[src/rtl/weights_pkg.sv]
// Shared defaults and loader state encoding for the weight-generation path.
package weights_pkg;
  localparam int DEF_ELEMENT_WIDTH       = 32;
  localparam int DEF_NO_OF_RAND_ELEMENTS = 16;
  localparam int DEF_NO_OF_ROWS          = 64;
  localparam int DEF_NO_OF_COLUMNS       = 64;
  localparam int DEF_ADDR_WIDTH          = 12;

  typedef enum logic [1:0] {
    IDLE   = 2'd0,
    ACCEPT = 2'd1,
    WRITE  = 2'd2,
    DONE   = 2'd3
  } loader_state_e;
endpackage

[src/rtl/weights_loader_if.sv]
// Vector handshake plus RAM write port of the weights loader; slave = loader side.
interface weights_loader_if #(
  parameter int EW = 32,
  parameter int NE = 16,
  parameter int AW = 12
);
  logic [EW*NE-1:0] in_vector;
  logic             in_valid;
  logic             in_ready;
  logic             mem_we;
  logic [AW-1:0]    mem_addr;
  logic [EW-1:0]    mem_wdata;
  logic             all_finish;
  logic [EW-1:0]    checksum;

  modport master (
    output in_vector, in_valid,
    input  in_ready, mem_we, mem_addr, mem_wdata, all_finish, checksum
  );

  modport slave (
    input  in_vector, in_valid,
    output in_ready, mem_we, mem_addr, mem_wdata, all_finish, checksum
  );
endinterface

[src/rtl/weight_vector_serializer.sv]
// Holds one captured weight vector and steps through its elements, LSB element first.
module weight_vector_serializer
  import weights_pkg::*;
#(
  parameter int EW = DEF_ELEMENT_WIDTH,
  parameter int NE = DEF_NO_OF_RAND_ELEMENTS
)(
  input  logic             clk,
  input  logic             reset,
  input  logic             load,
  input  logic             advance,
  input  logic [EW*NE-1:0] vec,
  output logic [EW-1:0]    elem,
  output logic             last
);
  localparam int IW = (NE > 1) ? $clog2(NE) : 1;

  logic [NE-1:0][EW-1:0] vec_q;
  logic [IW-1:0]         idx;
  logic [IW-1:0]         idx_nxt;

  assign idx_nxt = idx + 1'b1;
  assign last    = (idx == IW'(NE-1));

  // elem is a register so the RAM write data leaves the block straight from a flop
  always_ff @(posedge clk or posedge reset) begin
    if (reset) begin
      vec_q <= '0;
      idx   <= '0;
      elem  <= '0;
    end else if (load) begin
      vec_q <= vec;
      idx   <= '0;
      elem  <= vec[EW-1:0];
    end else if (advance && !last) begin
      idx  <= idx_nxt;
      elem <= vec_q[idx_nxt];
    end
  end
endmodule

[src/rtl/weights_loader.sv]
// Serializes accepted weight vectors into row-major RAM writes and flags matrix completion.
// Optional running checksum of written words: define WEIGHTS_LOADER_CHECKSUM_EN.
module weights_loader
  import weights_pkg::*;
#(
  parameter int ELEMENT_WIDTH       = DEF_ELEMENT_WIDTH,
  parameter int NO_OF_RAND_ELEMENTS = DEF_NO_OF_RAND_ELEMENTS,
  parameter int NO_OF_ROWS          = DEF_NO_OF_ROWS,
  parameter int NO_OF_COLUMNS       = DEF_NO_OF_COLUMNS,
  parameter int ADDR_WIDTH          = DEF_ADDR_WIDTH
)(
  input  logic             clk,
  input  logic             reset,
  input  logic             enable,
  weights_loader_if.slave  bus
);
  localparam int TOTAL = NO_OF_ROWS * NO_OF_COLUMNS;

  localparam logic [1:0] ST_IDLE   = 2'(IDLE);
  localparam logic [1:0] ST_ACCEPT = 2'(ACCEPT);
  localparam logic [1:0] ST_WRITE  = 2'(WRITE);
  localparam logic [1:0] ST_DONE   = 2'(DONE);

  logic [1:0]               state;
  logic [ADDR_WIDTH-1:0]    wcnt;
  logic                     in_ready_q;
  logic                     mem_we_q;
  logic [ADDR_WIDTH-1:0]    mem_addr_q;
  logic                     all_finish_q;
  logic [ELEMENT_WIDTH-1:0] elem;
  logic                     last;
  logic                     accept;
  logic                     advance;

  assign accept  = bus.in_valid & in_ready_q & enable;
  assign advance = (state == ST_WRITE) & enable;

  weight_vector_serializer #(
    .EW (ELEMENT_WIDTH),
    .NE (NO_OF_RAND_ELEMENTS)
  ) u_ser (
    .clk     (clk),
    .reset   (reset),
    .load    (accept),
    .advance (advance),
    .vec     (bus.in_vector),
    .elem    (elem),
    .last    (last)
  );

  // Element 0 goes out on the accept edge so writes start the very next cycle.
  always_ff @(posedge clk or posedge reset) begin
    if (reset) begin
      state        <= ST_IDLE;
      wcnt         <= '0;
      in_ready_q   <= 1'b0;
      mem_we_q     <= 1'b0;
      mem_addr_q   <= '0;
      all_finish_q <= 1'b0;
    end else begin
      mem_we_q   <= 1'b0;
      in_ready_q <= 1'b0;
      case (state)
        ST_IDLE: begin
          if (enable) begin
            state      <= ST_ACCEPT;
            in_ready_q <= 1'b1;
          end
        end
        ST_ACCEPT: begin
          if (accept) begin
            state      <= ST_WRITE;
            mem_we_q   <= 1'b1;
            mem_addr_q <= wcnt;
            wcnt       <= wcnt + 1'b1;
          end else begin
            in_ready_q <= enable;
          end
        end
        ST_WRITE: begin
          if (enable) begin
            if (!last) begin
              mem_we_q   <= 1'b1;
              mem_addr_q <= wcnt;
              wcnt       <= wcnt + 1'b1;
            end else if (mem_addr_q == ADDR_WIDTH'(TOTAL-1)) begin
              state        <= ST_DONE;
              all_finish_q <= 1'b1;
            end else begin
              state      <= ST_ACCEPT;
              in_ready_q <= 1'b1;
            end
          end
        end
        default: all_finish_q <= 1'b1;
      endcase
    end
  end

  assign bus.in_ready   = in_ready_q;
  assign bus.mem_we     = mem_we_q;
  assign bus.mem_addr   = mem_addr_q;
  assign bus.mem_wdata  = elem;
  assign bus.all_finish = all_finish_q;

`ifdef WEIGHTS_LOADER_CHECKSUM_EN
  logic [ELEMENT_WIDTH-1:0] sum_q;

  always_ff @(posedge clk or posedge reset) begin
    if (reset)         sum_q <= '0;
    else if (mem_we_q) sum_q <= sum_q + elem;
  end

  assign bus.checksum = sum_q;
`else
  assign bus.checksum = '0;
`endif
endmodule

[src/flat_wrapper.sv]
// flat-port wrapper written by rule: the top's interface ports become plain ports
module weights_loader_flat import weights_pkg::*;
#(
  parameter int ELEMENT_WIDTH       = DEF_ELEMENT_WIDTH,
  parameter int NO_OF_RAND_ELEMENTS = DEF_NO_OF_RAND_ELEMENTS,
  parameter int NO_OF_ROWS          = DEF_NO_OF_ROWS,
  parameter int NO_OF_COLUMNS       = DEF_NO_OF_COLUMNS,
  parameter int ADDR_WIDTH          = DEF_ADDR_WIDTH
)
  (clk, reset, enable, bus_in_vector, bus_in_valid, bus_in_ready, bus_mem_we, bus_mem_addr, bus_mem_wdata, bus_all_finish, bus_checksum);
  weights_loader_if #(.EW((DEF_ELEMENT_WIDTH)), .NE((DEF_NO_OF_RAND_ELEMENTS)), .AW((DEF_ADDR_WIDTH))) bus_i ();
  input  logic clk;
  input  logic reset;
  input  logic enable;
  input wire logic [$bits(bus_i.in_vector)-1:0] bus_in_vector;
  input wire logic [$bits(bus_i.in_valid)-1:0] bus_in_valid;
  output wire logic [$bits(bus_i.in_ready)-1:0] bus_in_ready;
  output wire logic [$bits(bus_i.mem_we)-1:0] bus_mem_we;
  output wire logic [$bits(bus_i.mem_addr)-1:0] bus_mem_addr;
  output wire logic [$bits(bus_i.mem_wdata)-1:0] bus_mem_wdata;
  output wire logic [$bits(bus_i.all_finish)-1:0] bus_all_finish;
  output wire logic [$bits(bus_i.checksum)-1:0] bus_checksum;
  assign bus_i.in_vector = bus_in_vector;
  assign bus_i.in_valid = bus_in_valid;
  assign bus_in_ready = bus_i.in_ready;
  assign bus_mem_we = bus_i.mem_we;
  assign bus_mem_addr = bus_i.mem_addr;
  assign bus_mem_wdata = bus_i.mem_wdata;
  assign bus_all_finish = bus_i.all_finish;
  assign bus_checksum = bus_i.checksum;
  weights_loader #(.ELEMENT_WIDTH(ELEMENT_WIDTH), .NO_OF_RAND_ELEMENTS(NO_OF_RAND_ELEMENTS), .NO_OF_ROWS(NO_OF_ROWS), .NO_OF_COLUMNS(NO_OF_COLUMNS), .ADDR_WIDTH(ADDR_WIDTH)) u_core (.clk(clk), .reset(reset), .enable(enable), .bus(bus_i));
endmodule
[config.mk]
export PLATFORM = sky130hd
export DESIGN_NAME = weights_loader_flat
export DESIGN_NICKNAME = d
export VERILOG_FILES = /design/src/rtl/weights_pkg.sv /design/src/rtl/weights_loader_if.sv /design/src/rtl/weight_vector_serializer.sv /design/src/rtl/weights_loader.sv /design/src/flat_wrapper.sv
export SDC_FILE = /design/constraint.sdc
export NUM_CORES = 2
export LEC_CHECK = 0
export CAP_MARGIN = 20
export CORE_MARGIN = 1.5
export CORE_UTILIZATION = 50
export DETAILED_ROUTE_END_ITERATION = 12
export DONT_BUFFER_PORTS = 1
export PLACE_DENSITY = 0.8
export SLEW_MARGIN = 20
export SYNTH_ARGS = -nofsm -noshare
export SYNTH_HDL_FRONTEND = slang
export SYNTH_SLANG_ARGS = --single-unit
[constraint.sdc]
create_clock -name clk -period 20.3 [get_ports clk]
set_input_delay 4.06 -clock clk [delete_from_list [all_inputs] [get_ports clk]]
set_output_delay 4.06 -clock clk [all_outputs]
set_load 0.1 [all_outputs]
==> impl_metrics.csv <==
group,metric,value,unit
sta,setup_viol,0,
clock_network,cts_resized,0,
synthesis,yosysTopAreaCellShare,54.28,%
global_route,grt_util_met3,6.921,%
clock_network,cts_max_path_buffers,3,
cells_and_area,drive_above_1_share,8.295,%
synthesis,synth_area_leader_cell,"dfrtp_1",
power,clock_power_share,47.2,%
cells_and_area,fin_nets,3331,
min_path,min_path_type,"register to register",
flow_run,drv_cap,0,
synthesis,ys_top_cells_by_count,"nand2_1 (1,619), dfrtp_1 (577), mux2i_1 (128), clkbuf_1 (75), buf_2 (74)",
route,postRouteAntennaNets,0,
synthesis,syn_inst,2910,
sta,fmax,144.1,MHz
synthesis,async_flop_share,100.0,%
status,status,"complete, no violations",
power,power.ir.vdd_worst,58.83,uV
synthesis,ys_types,45,
sta,rsz0062_at_grt,"no",
power,p_int,1.886,mW
setup_path,ff2ff_setup_slack,15720,ps
global_route,grt.busiest_layer,"met2",
synthesis,synth_edf_count,0,
setup_path,start_kind,"primary input",
setup_path,endpoint,"u_core.u_ser.elem[20]",
floorplan,core_area,52550,um2
route,vias,20000,
global_route,grt_pass1_vias,19590,
clock_network,root_buffer,"clkbuf_16",
synthesis,synth_area_leaders,"dfrtp_1 (54%), nand2_1 (23%), mux4_2 (5.4%), mux2i_1 (4.8%), a22oi_1 (1.8%)",
power,netSwitchingFraction,23.81,%
synthesis,synth_area_per_cell,9.141,um2
global_route,grt_max_degree,215,
sta,min_period,6939,ps
placed_design,place_congestion,0.8801,
sta,skew,28.39,ps
route,drt-pass1-iter-count,5,
clock_network,numCtsBuffers,60,
cells_and_area,nFillCells,4534,
global_route,globalRouteMet1Util,37.68,%
power,pwr-share-seq,49.1,%
clock_network,clk_pin_slew,60,ps
sta,holdWs,470.5,ps
synthesis,synthMostInstantiatedCell,"nand2_1",
clock_network,htree_levels,2,
cells_and_area,syn2layout_area_growth,7.803,%
route,drcViolationCount,0,
floorplan,die_w,233.7,um
sta,tightest_slew,1099,ps
sta,hold_violations,0,
clock_network,cts_tree,"done",
sta,relSlewSlack,26.71,%
setup_path,critPathKind,"primary input to register",
global_route,antenna_found_initial,7,
floorplan,die-area,54600,um2
floorplan,die_height,233.7,um
power,switchingPower,0.5894,mW
synthesis,synth_warnings,0,
setup_path,r2r_start,"u_core.bus.in_ready",
global_route,gr-total-overflow,0,
setup_path,startpoint,"bus_in_valid",
synthesis,yosys_most_used_dff,"dfrtp_1",
setup_path,end_kind,"register",
sta,maxSlewViolCount,0,
route,wirelength,79330,um
power,power_leakage,14.86,nW
synthesis,synth_seq_cells,577,
global_route,grt_pass1_wl,116700,um
setup_path,cp.required,20840,ps
synthesis,netlist_area,26600,um2
setup_path,crit_fanout,114,
route,dr.first_iter.drc_count,1980,
clock_network,post_cts_buffers,0,
power,power.density,86.31,nW/um2
sta,fin_setup_tns,0,ps
route,wire_per_inst,22.37,um
clock_network,cts_sinks,577,
floorplan,initial_utilization,50.62,%
setup_path,reg2reg_depth,6,
setup_path,r2r-end,"u_core.u_ser.elem[20]",
power,comb_power_share,3.7,%
synthesis,ys_seq_area_share,54.28,%
min_path,hp-start,"u_core.u_ser.vec_q[255]",
clock_network,clk_latency,620,ps
clock_network,cts_hold_buf,0,
sta,fin_crit_sh,34.18,%
floorplan,io_pins,595,
global_route,grtUsageMet2,43.79,%
floorplan,core.rowCount,84,
placed_design,hpwl,54990,um
route,drt-vias-per-instance,5.638,
global_route,grt_usage,28.48,%
setup_path,worstPathArrival,7480,ps
placed_design,port_buffers,0,
[layout make-up]
cell class | count | area, um2 | share of cell area (%)
Sequential cell | 577 | 14440 | 50.36
Tap cell | 688 | 860.8 | 3.002
Antenna cell | 2 | 5.005 | 0.01745
Multi-Input combinational cell | 2142 | 11030 | 38.46
Clock buffer | 79 | 1674 | 5.838
Inverter | 5 | 26.28 | 0.09162
Clock inverter | 32 | 411.6 | 1.435
Timing Repair Buffer | 22 | 226.5 | 0.7897
[cells in the final DEF, fill, tap and decap left out, types with 10 or more instances in the layout]
master,instances
a22oi_1,63
clkbuf_1,10
o21ai_0,28
clkbuf_16,61
mux2i_1,128
nand2_1,1619
nand3_1,41
xnor2_1,11
or3_1,31
a31oi_1,31
a21oi_2,30
clkinv_2,10
conb_1,32
buf_4,17
dfrtp_1,576
mux4_2,64
[worst min path at each step]
stage                              endpoint  cells past startpoint
finish              u_core.u_ser.vec_q[255]                      2
global route        u_core.u_ser.vec_q[164]                      2
CTS                 u_core.u_ser.vec_q[237]                      2
detailed placement  u_core.u_ser.vec_q[105]                      2
global placement     u_core.u_ser.vec_q[96]                      2
floorplan           u_core.u_ser.vec_q[100]                      2
[power groups by stage]
stage / combinational [mW] / clock [mW] / sequential (mW)
2_1_floorplan: 0.0812 / 0 / 1.23
3_5_place_dp: 0.0929 / 0 / 1.23
3_3_place_gp: 0.0906 / 0 / 1.23
4_1_cts: 0.0935 / 1.18 / 1.21
6_report: 0.0924 / 1.17 / 1.21
5_1_grt: 0.104 / 1.22 / 1.22
[kinds of logic after synthesis]
| logic type | synth area share, % |
|---|---|
| multiplexers | 10.23 |
| flip-flops | 54.28 |
| XOR/XNOR | 0.5597 |
| AND/OR/NAND/NOR | 25.08 |
| adder cells (fa/ha/maj) | 0.3292 |
| buffers and inverters | 4.981 |
| AO/OA/AOI/OAI | 4.520 |
| other | 0.01410 |
[per-layer routing]
| metal | wire (um) | share of wire (%) |
|---|---|---|
| met5 | 49 | 0.062 |
| met4 | 4133 | 5.2 |
| met3 | 6675 | 8.4 |
| met2 | 36610 | 46 |
| met1 | 31860 | 40 |
[per-stage QoR]
stage          util (%)  total power, mW  worst slack [ps]  std cells  instance area, um2
6_report          54.57            2.475             13360       3547               28680
5_1_grt           54.57            2.543             13090       3547               28680
4_1_cts           54.50            2.487             13160       3544               28640
3_5_place_dp      50.53            1.327             12560       3433               26560
3_3_place_gp      50.53            1.324             12560       3433               26560
2_1_floorplan         -            1.311             97.22       2941               26720
[flip-flops by register name, indices dropped and copies added (netlist names)]
signal / count
u_core.state: 2
u_core.bus.mem_we: 1
u_core.bus.all_finish: 1
u_core.u_ser.idx: 4
u_core.wcnt: 12
u_core.bus.mem_addr: 12
u_core.u_ser.elem: 32
u_core.bus.in_ready: 1
u_core.u_ser.vec_q: 512
[critical path: stages]
cell,delay (ps)
nand3_4,590
buf_4,720
buf_4,810
buf_6,690
o21ai_0,200
a31oi_1,180
Note: power is estimated with default switching activity, not from simulation.
